`config.mk`:
```
export PLATFORM = sky130hd
export DESIGN_NAME = ctrl_seq
export DESIGN_NICKNAME = d
export VERILOG_FILES = /design/src/rtl/ctrl_seq_pkg.sv /design/src/rtl/ctrl_seq_wait_timer.sv /design/src/rtl/ctrl_seq.sv
export SDC_FILE = /design/constraint.sdc
export NUM_CORES = 1
export LEC_CHECK = 0
export ABC_AREA = 1
export BUFFER_PORTS_ARGS = -buffer_cell sky130_fd_sc_hd__buf_2
export CAP_MARGIN = 15
export CORE_ASPECT_RATIO = 1.25
export CORE_MARGIN = 10
export CORE_UTILIZATION = 44
export DETAILED_ROUTE_END_ITERATION = 10
export PLACE_DENSITY_LB_ADDON = 0.25
export SLEW_MARGIN = 30
export SYNTH_ARGS = -nofsm -noshare
export SYNTH_HDL_FRONTEND = slang
export SYNTH_SLANG_ARGS = --single-unit
```
`constraint.sdc`:
```
create_clock -name clk -period 1.3 [get_ports clk]
set_input_delay 0.065 -clock clk [delete_from_list [all_inputs] [get_ports clk]]
set_output_delay 0.065 -clock clk [all_outputs]
set_load 0.05 [all_outputs]
```
`src/rtl/ctrl_seq_pkg.sv`:
```
// ctrl_pkg: shared definitions for the accumulator-CPU control sequencer.
//   ctrl_state_e : sequencer state encoding (also driven out on ctrl_seq.phase)
//   OP_*         : normalised 3-bit opcode values
//   is_acc_op()  : instruction writes the accumulator
//   is_mem_op()  : instruction performs a data-memory access in EXEC
package ctrl_pkg;

   typedef enum logic [2:0] {
      ST_FETCH  = 3'd0,
      ST_DECODE = 3'd1,
      ST_EXEC   = 3'd2,
      ST_WB     = 3'd3,
      ST_HALTED = 3'd4
   } ctrl_state_e;

   localparam logic [2:0] OP_HLT = 3'd0;
   localparam logic [2:0] OP_NOP = 3'd1;
   localparam logic [2:0] OP_SKZ = 3'd2;
   localparam logic [2:0] OP_ADD = 3'd3;
   localparam logic [2:0] OP_AND = 3'd4;
   localparam logic [2:0] OP_LDA = 3'd5;
   localparam logic [2:0] OP_STO = 3'd6;
   localparam logic [2:0] OP_JMP = 3'd7;

   function automatic logic is_acc_op(input logic [2:0] op);
      return (op == OP_SKZ) || (op == OP_ADD) || (op == OP_AND) || (op == OP_LDA);
   endfunction

   function automatic logic is_mem_op(input logic [2:0] op);
      return (op == OP_ADD) || (op == OP_AND) || (op == OP_LDA) || (op == OP_STO);
   endfunction

endpackage

```
`src/rtl/ctrl_seq_wait_timer.sv`:
```
// ctrl_wait_timer: wait-state watchdog counter for the control sequencer.
//   clk, rst : clock, synchronous active-high reset
//   clr      : clear the count (sequencer is changing state)
//   en       : current cycle is a wait cycle (ready still low)
//   expired  : this wait cycle is the WAIT_LIMIT-th one in the current state
module ctrl_wait_timer #(
   parameter int WAIT_LIMIT = 15
) (
   input  logic clk,
   input  logic rst,
   input  logic clr,
   input  logic en,
   output logic expired
);

   localparam int CW = $clog2(WAIT_LIMIT + 1);
   localparam logic [CW-1:0] LAST = CW'(WAIT_LIMIT - 1);

   // Number of wait cycles already spent in the current state.
   logic [CW-1:0] cnt;

   always_ff @(posedge clk) begin
      if (rst || clr) begin
         cnt <= '0;
      end else if (en) begin
         cnt <= cnt + CW'(1);
      end
   end

   // Expiry forces a state change, so the count never runs past LAST.
   assign expired = en && (cnt == LAST);

endmodule

```
`src/rtl/ctrl_seq.sv`:
```
// ctrl_seq: multi-cycle FETCH/DECODE/EXEC/WB sequencer for the accumulator CPU,
// with ready-handshaked memories, a wait-state watchdog, a latched HALTED state
// and single-step mode.
//   clk, rst              : clock, synchronous active-high reset
//   opcode                : instruction opcode, valid with ins_ready in FETCH
//   is_zero               : accumulator zero flag, used in DECODE
//   ins_ready, da_ready   : instruction / data memory access complete
//   run                   : resume pulse from HALTED
//   step_en               : single-step mode (halt after every WB)
//   pc_en, pc_load, jmp   : PC control
//   mem_ins_en            : instruction memory request
//   mem_da_en, mem_da_we  : data memory request / write
//   acc_load, acc_sel     : accumulator write enable / source (1 = memory)
//   halted, timeout_err   : HALTED indication, sticky watchdog error
//   phase                 : current state encoding
module ctrl_seq #(
   parameter int OPW        = 3,
   parameter int WAIT_LIMIT = 15
) (
   input  logic           clk,
   input  logic           rst,
   input  logic [OPW-1:0] opcode,
   input  logic           is_zero,
   input  logic           ins_ready,
   input  logic           da_ready,
   input  logic           run,
   input  logic           step_en,
   output logic           pc_en,
   output logic           pc_load,
   output logic           jmp,
   output logic           mem_ins_en,
   output logic           mem_da_en,
   output logic           mem_da_we,
   output logic           acc_load,
   output logic           acc_sel,
   output logic           halted,
   output logic           timeout_err,
   output logic [2:0]     phase
);

   import ctrl_pkg::*;

   ctrl_state_e state_q;
   ctrl_state_e state_d;
   logic [2:0]  op_q;
   logic [2:0]  op_norm;
   logic        wait_en;
   logic        wd_expired;

   // Opcodes beyond the defined map are folded to NOP before latching, so the
   // rest of the sequencer only ever sees a 3-bit opcode.
   assign op_norm = (32'(opcode) > 32'd7) ? OP_NOP : opcode[2:0];

   assign wait_en = ((state_q == ST_FETCH) && !ins_ready) ||
                    ((state_q == ST_EXEC) && is_mem_op(op_q) && !da_ready);

   ctrl_wait_timer #(
      .WAIT_LIMIT(WAIT_LIMIT)
   ) u_wait_timer (
      .clk     (clk),
      .rst     (rst),
      .clr     (state_d != state_q),
      .en      (wait_en),
      .expired (wd_expired)
   );

   always_ff @(posedge clk) begin
      if (rst) begin
         state_q     <= ST_FETCH;
         op_q        <= OP_HLT;
         timeout_err <= 1'b0;
      end else begin
         state_q <= state_d;
         if ((state_q == ST_FETCH) && ins_ready) begin
            op_q <= op_norm;
         end
         if (wd_expired) begin
            timeout_err <= 1'b1;
         end
      end
   end

   always_comb begin
      state_d = state_q;
      case (state_q)
         ST_FETCH: begin
            if (ins_ready) begin
               state_d = ST_DECODE;
            end else if (wd_expired) begin
               state_d = ST_HALTED;
            end
         end
         ST_DECODE: begin
            state_d = (op_q == OP_HLT) ? ST_HALTED : ST_EXEC;
         end
         ST_EXEC: begin
            if (!is_mem_op(op_q) || da_ready) begin
               state_d = ST_WB;
            end else if (wd_expired) begin
               state_d = ST_HALTED;
            end
         end
         ST_WB: begin
            state_d = step_en ? ST_HALTED : ST_FETCH;
         end
         ST_HALTED: begin
            if (run) begin
               state_d = ST_FETCH;
            end
         end
         default: begin
            state_d = ST_FETCH;
         end
      endcase
   end

   always_comb begin
      pc_en      = 1'b0;
      pc_load    = 1'b0;
      jmp        = 1'b0;
      mem_ins_en = 1'b0;
      mem_da_en  = 1'b0;
      mem_da_we  = 1'b0;
      acc_load   = 1'b0;
      acc_sel    = 1'b0;
      halted     = 1'b0;
      case (state_q)
         ST_FETCH: begin
            mem_ins_en = 1'b1;
         end
         ST_DECODE: begin
            // A taken jump or skip loads the PC instead of incrementing it.
            pc_load = (op_q == OP_JMP) || ((op_q == OP_SKZ) && is_zero);
            pc_en   = !pc_load;
            jmp     = (op_q == OP_JMP);
         end
         ST_EXEC: begin
            mem_da_en = is_mem_op(op_q);
            mem_da_we = (op_q == OP_STO);
            jmp       = (op_q == OP_JMP);
         end
         ST_WB: begin
            acc_load = is_acc_op(op_q);
            acc_sel  = (op_q == OP_LDA);
            jmp      = (op_q == OP_JMP);
         end
         ST_HALTED: begin
            halted = 1'b1;
         end
         default: begin
         end
      endcase
   end

   assign phase = state_q;

endmodule
```
==> impl_metrics.ini <==
[run_status]
status = finished with violations
failed_checks = negative setup slack

[floorplan]
die_y_um = 65.7
start_util = 0.465
dieWidth_um = 56.6
boundaryPins = 23
core_region_area_mm2 = 0.00158
rows = 16
dieArea_mm2 = 0.00372

[layout]
synthToLayoutAreaGrowth_pct = 93.7
drive_above_1_share = 0.645
antennaDiodeCount = 0
layoutNonFillerInstCount = 184
final_nets = 179

[synthesis]
syn_nets = 121
synth.top_cell.area_share = 0.299
synth_area_leaders = dfxtp_1 (30%), inv_1 (9.2%), nand3_1 (8.2%), nor2_1 (7.7%), nand2_1 (6.1%)
syn_area_um2 = 736
avgSynthCellArea_um2 = 6.75
synth_edf_count = 0
syn_inst = 109
synth_cell_types = 23
synth_most_common_cell = inv_1
seq_area_frac_synth = 0.299
ys_ff_latch = 11
synth_flop_cell = dfxtp_1
synth_common_cells = inv_1 (18), nor2_1 (15), nand2_1 (12), nand3_1 (12), dfxtp_1 (11)
synth-warning-count = 0
postSynth.asyncResetShare = 0
yosys.area.top_type = dfxtp_1

[pwr]
netSwitchingFraction = 0.429
p_comb_frac = 0.549
seq_power_share = 0.289
p_int_mw = 0.815
clkPwrFrac = 0.162
p_leak_nw = 0.683
switchingPower_mw = 0.613
p_per_area_mw_per_mm2 = 1000
irDropWorstVdd_uv = 792

[sta]
timing.final.crit_share = 1.15
fin_ws_ns = -0.197
skew_ns = 0.00131
period_minus_slack_ns = 1.50
hold_ws_ns = 0.0748
fin_setup_tns_ns = -1.43
setup_viol = 14
rsz0062_at_grt = yes
hold_viol = 0
slew_headroom = 0.828
fmax_mhz = 668
drv_slew = 0
max_slew.worst_pin.slew_ns = 0.260

[setup_path]
cp-start-kind = flop
worstSetupEndpointType = output pin
r2r_slack_ns = -0.11
critPathTopFamily = buffers and inverters
path_class = reg -> out
worstPathCellList = inv_4 > nand3_1 > buf_4 > nand3_1 > nand4_1 > inv_1 > buf_6
required_ns = 1.24
crit_fanout = 4
critical_path_buf_inv_count = 4
crit_path_top_delay_cell = dfxtp_4
arrival_ns = 1.43
crit_top_cell = nand3_1
max_stage_delay_ns = 0.37

[detailed_routing]
vias_per_cell = 5.42
drc = 0
postRouteAntennaNets = 0
wirelength_mm = 3.16
routedWlPerCell_um = 17.2
drtIter0Drc = 19
dr.pass1.iters = 4
vias = 997

[clocking]
clock_sinks = 11
clockBufferDepth = 2
cts.clk_slew.worst_paths_ns = 0.07
root_buffer = clkbuf_4
cts_tree = done
cts_buffers = 3
ctsHoldBuffers = 0
clk_latency_ns = 0.26
htree_num_levels = 1

[placed_design]
gp_congestion = 0.804
place_ws_ns = -0.0637
dp_hpwl_mm = 1.79
post-place-cells = 169
portBuffers = 22

[global_routing]
antenna_found_initial = 0
grt_max_degree = 9
grt_pass1_wl_mm = 4.37
grt_pass1_vias = 999
track_usage = 0.144
overflow = 0

[min_path]
hold_path.class = in -> reg

[flow_run]
cap_violations = 0
==> cell families (layout without fill, tap and decap cells) <==
kind of cell	after synthesis	after routing	share of synthesized area
AOI/OAI and AO/OA	9	9	0.0765
xor gates and xnor gates	3	3	0.0357
adders and majority gates	2	2	0.0340
DFF	11	11	0.299
buffers and inverters	23	80	0.117
and+or+nand+nor	61	61	0.437
==> flip-flops by register name, summed over array words and instances, names as in the netlist <==
register / cells
u_wait_timer.cnt: 4
phase: 3
timeout_err: 1
op_q: 3
==> cell usage in the layout (no fill, tap or decap) <==
| cell type | netlist | layout |
|---|---|---|
| buf_4 | 0 | 23 |
| buf_6 | 0 | 14 |
| buf_2 | 0 | 13 |
| inv_1 | 18 | 11 |
| nand2_1 | 12 | 10 |
| nand3_1 | 12 | 9 |
| inv_2 | 4 | 8 |
| nor2_1 | 15 | 8 |
| nor2_4 | 1 | 6 |
| nor2_2 | 4 | 6 |
| nand2_4 | 2 | 5 |
| dfxtp_1 | 11 | 5 |
| nand2_2 | 6 | 4 |
| dfxtp_4 | 0 | 4 |
| buf_8 | 0 | 4 |
| nand4_1 | 3 | 3 |
| xor2_1 | 3 | 3 |
| a21oi_1 | 4 | 3 |
| a211oi_1 | 3 | 3 |
| clkbuf_4 | 0 | 3 |
| inv_4 | 0 | 2 |
| nand3_2 | 1 | 2 |
| nor3_4 | 0 | 2 |
| nor4_4 | 0 | 2 |
| nand3_4 | 0 | 2 |
| o21ai_2 | 1 | 2 |
| ha_1 | 2 | 2 |
| dfxtp_2 | 0 | 2 |
| inv_6 | 0 | 1 |
| nand2_8 | 0 | 1 |
| nand3b_1 | 1 | 1 |
| a21oi_2 | 0 | 1 |
| clkbuf_1 | 0 | 1 |
==> metrics by stage <==
stage | instance area (µm²) | total power [mW] | util
global route | 1430 | 1.50 | 0.901
global placement | 1090 | 0.922 | 0.692
CTS | 1310 | 1.28 | 0.831
finish | 1430 | 1.43 | 0.901
floorplan | 808 | 0.752 | -
detailed placement | 1090 | 0.936 | 0.692
==> power groups by stage <==
stage	combinational (mW)	sequential, mW	clock, mW
2_1_floorplan	0.305	0.447	0
3_5_place_dp	0.530	0.405	0
6_report	0.785	0.413	0.231
5_1_grt	0.829	0.415	0.253
3_3_place_gp	0.519	0.402	0
4_1_cts	0.645	0.403	0.229
==> routing by layer <==
layer,global-route usage,wire length [µm]
met5,0,0
met4,0.0904,134
met3,0.0346,154
met2,0.286,1710
met1,0.124,1160
==> worst reg2reg max path: stages (launching register included) <==
cell and delay, ns:
dfxtp_4 0.37, inv_6 0.08, buf_6 0.10, nand2_4 0.05, nor2_4 0.15, nand2_4 0.11
nor2_4 0.09, nor2_2 0.05, nand3_1 0.07, nand2_1 0.07, nand2_2 0.11, nor2_1 0.05
==> timing repair <==
item / CTS / global route
gates cloned: 0 / 0
setup endpoints to repair: 12 / 15
pin swaps: 8 / 8
buffers inserted: 9 / 2
resized for setup: 41 / 27
==> layout make-up <==
class / instances / area (µm²)
multi-input combinational: 75 / 591
timing repair buffer: 54 / 455
sequential: 11 / 238
fill: 68 / 156
inverter: 22 / 92.6
clock buffer: 4 / 26.3
tap: 18 / 22.5
==> path summary, 6_finish.rpt <==
path / from / endpoint / depth (start not counted)
worst min register to register: timeout_err$_SDFFE_PP0P_ / timeout_err$_SDFFE_PP0P_ / 2
worst max-delay path: op_q[2]$_SDFFE_PP0P_ / acc_load / 7
worst max register to register: phase[1]$_SDFF_PP0_ / u_wait_timer.cnt[0]$_SDFFE_PP0P_ / 11
worst min-delay path: rst / phase[0]$_SDFF_PP0_ / 2
Power figures use the tool's default switching activity.
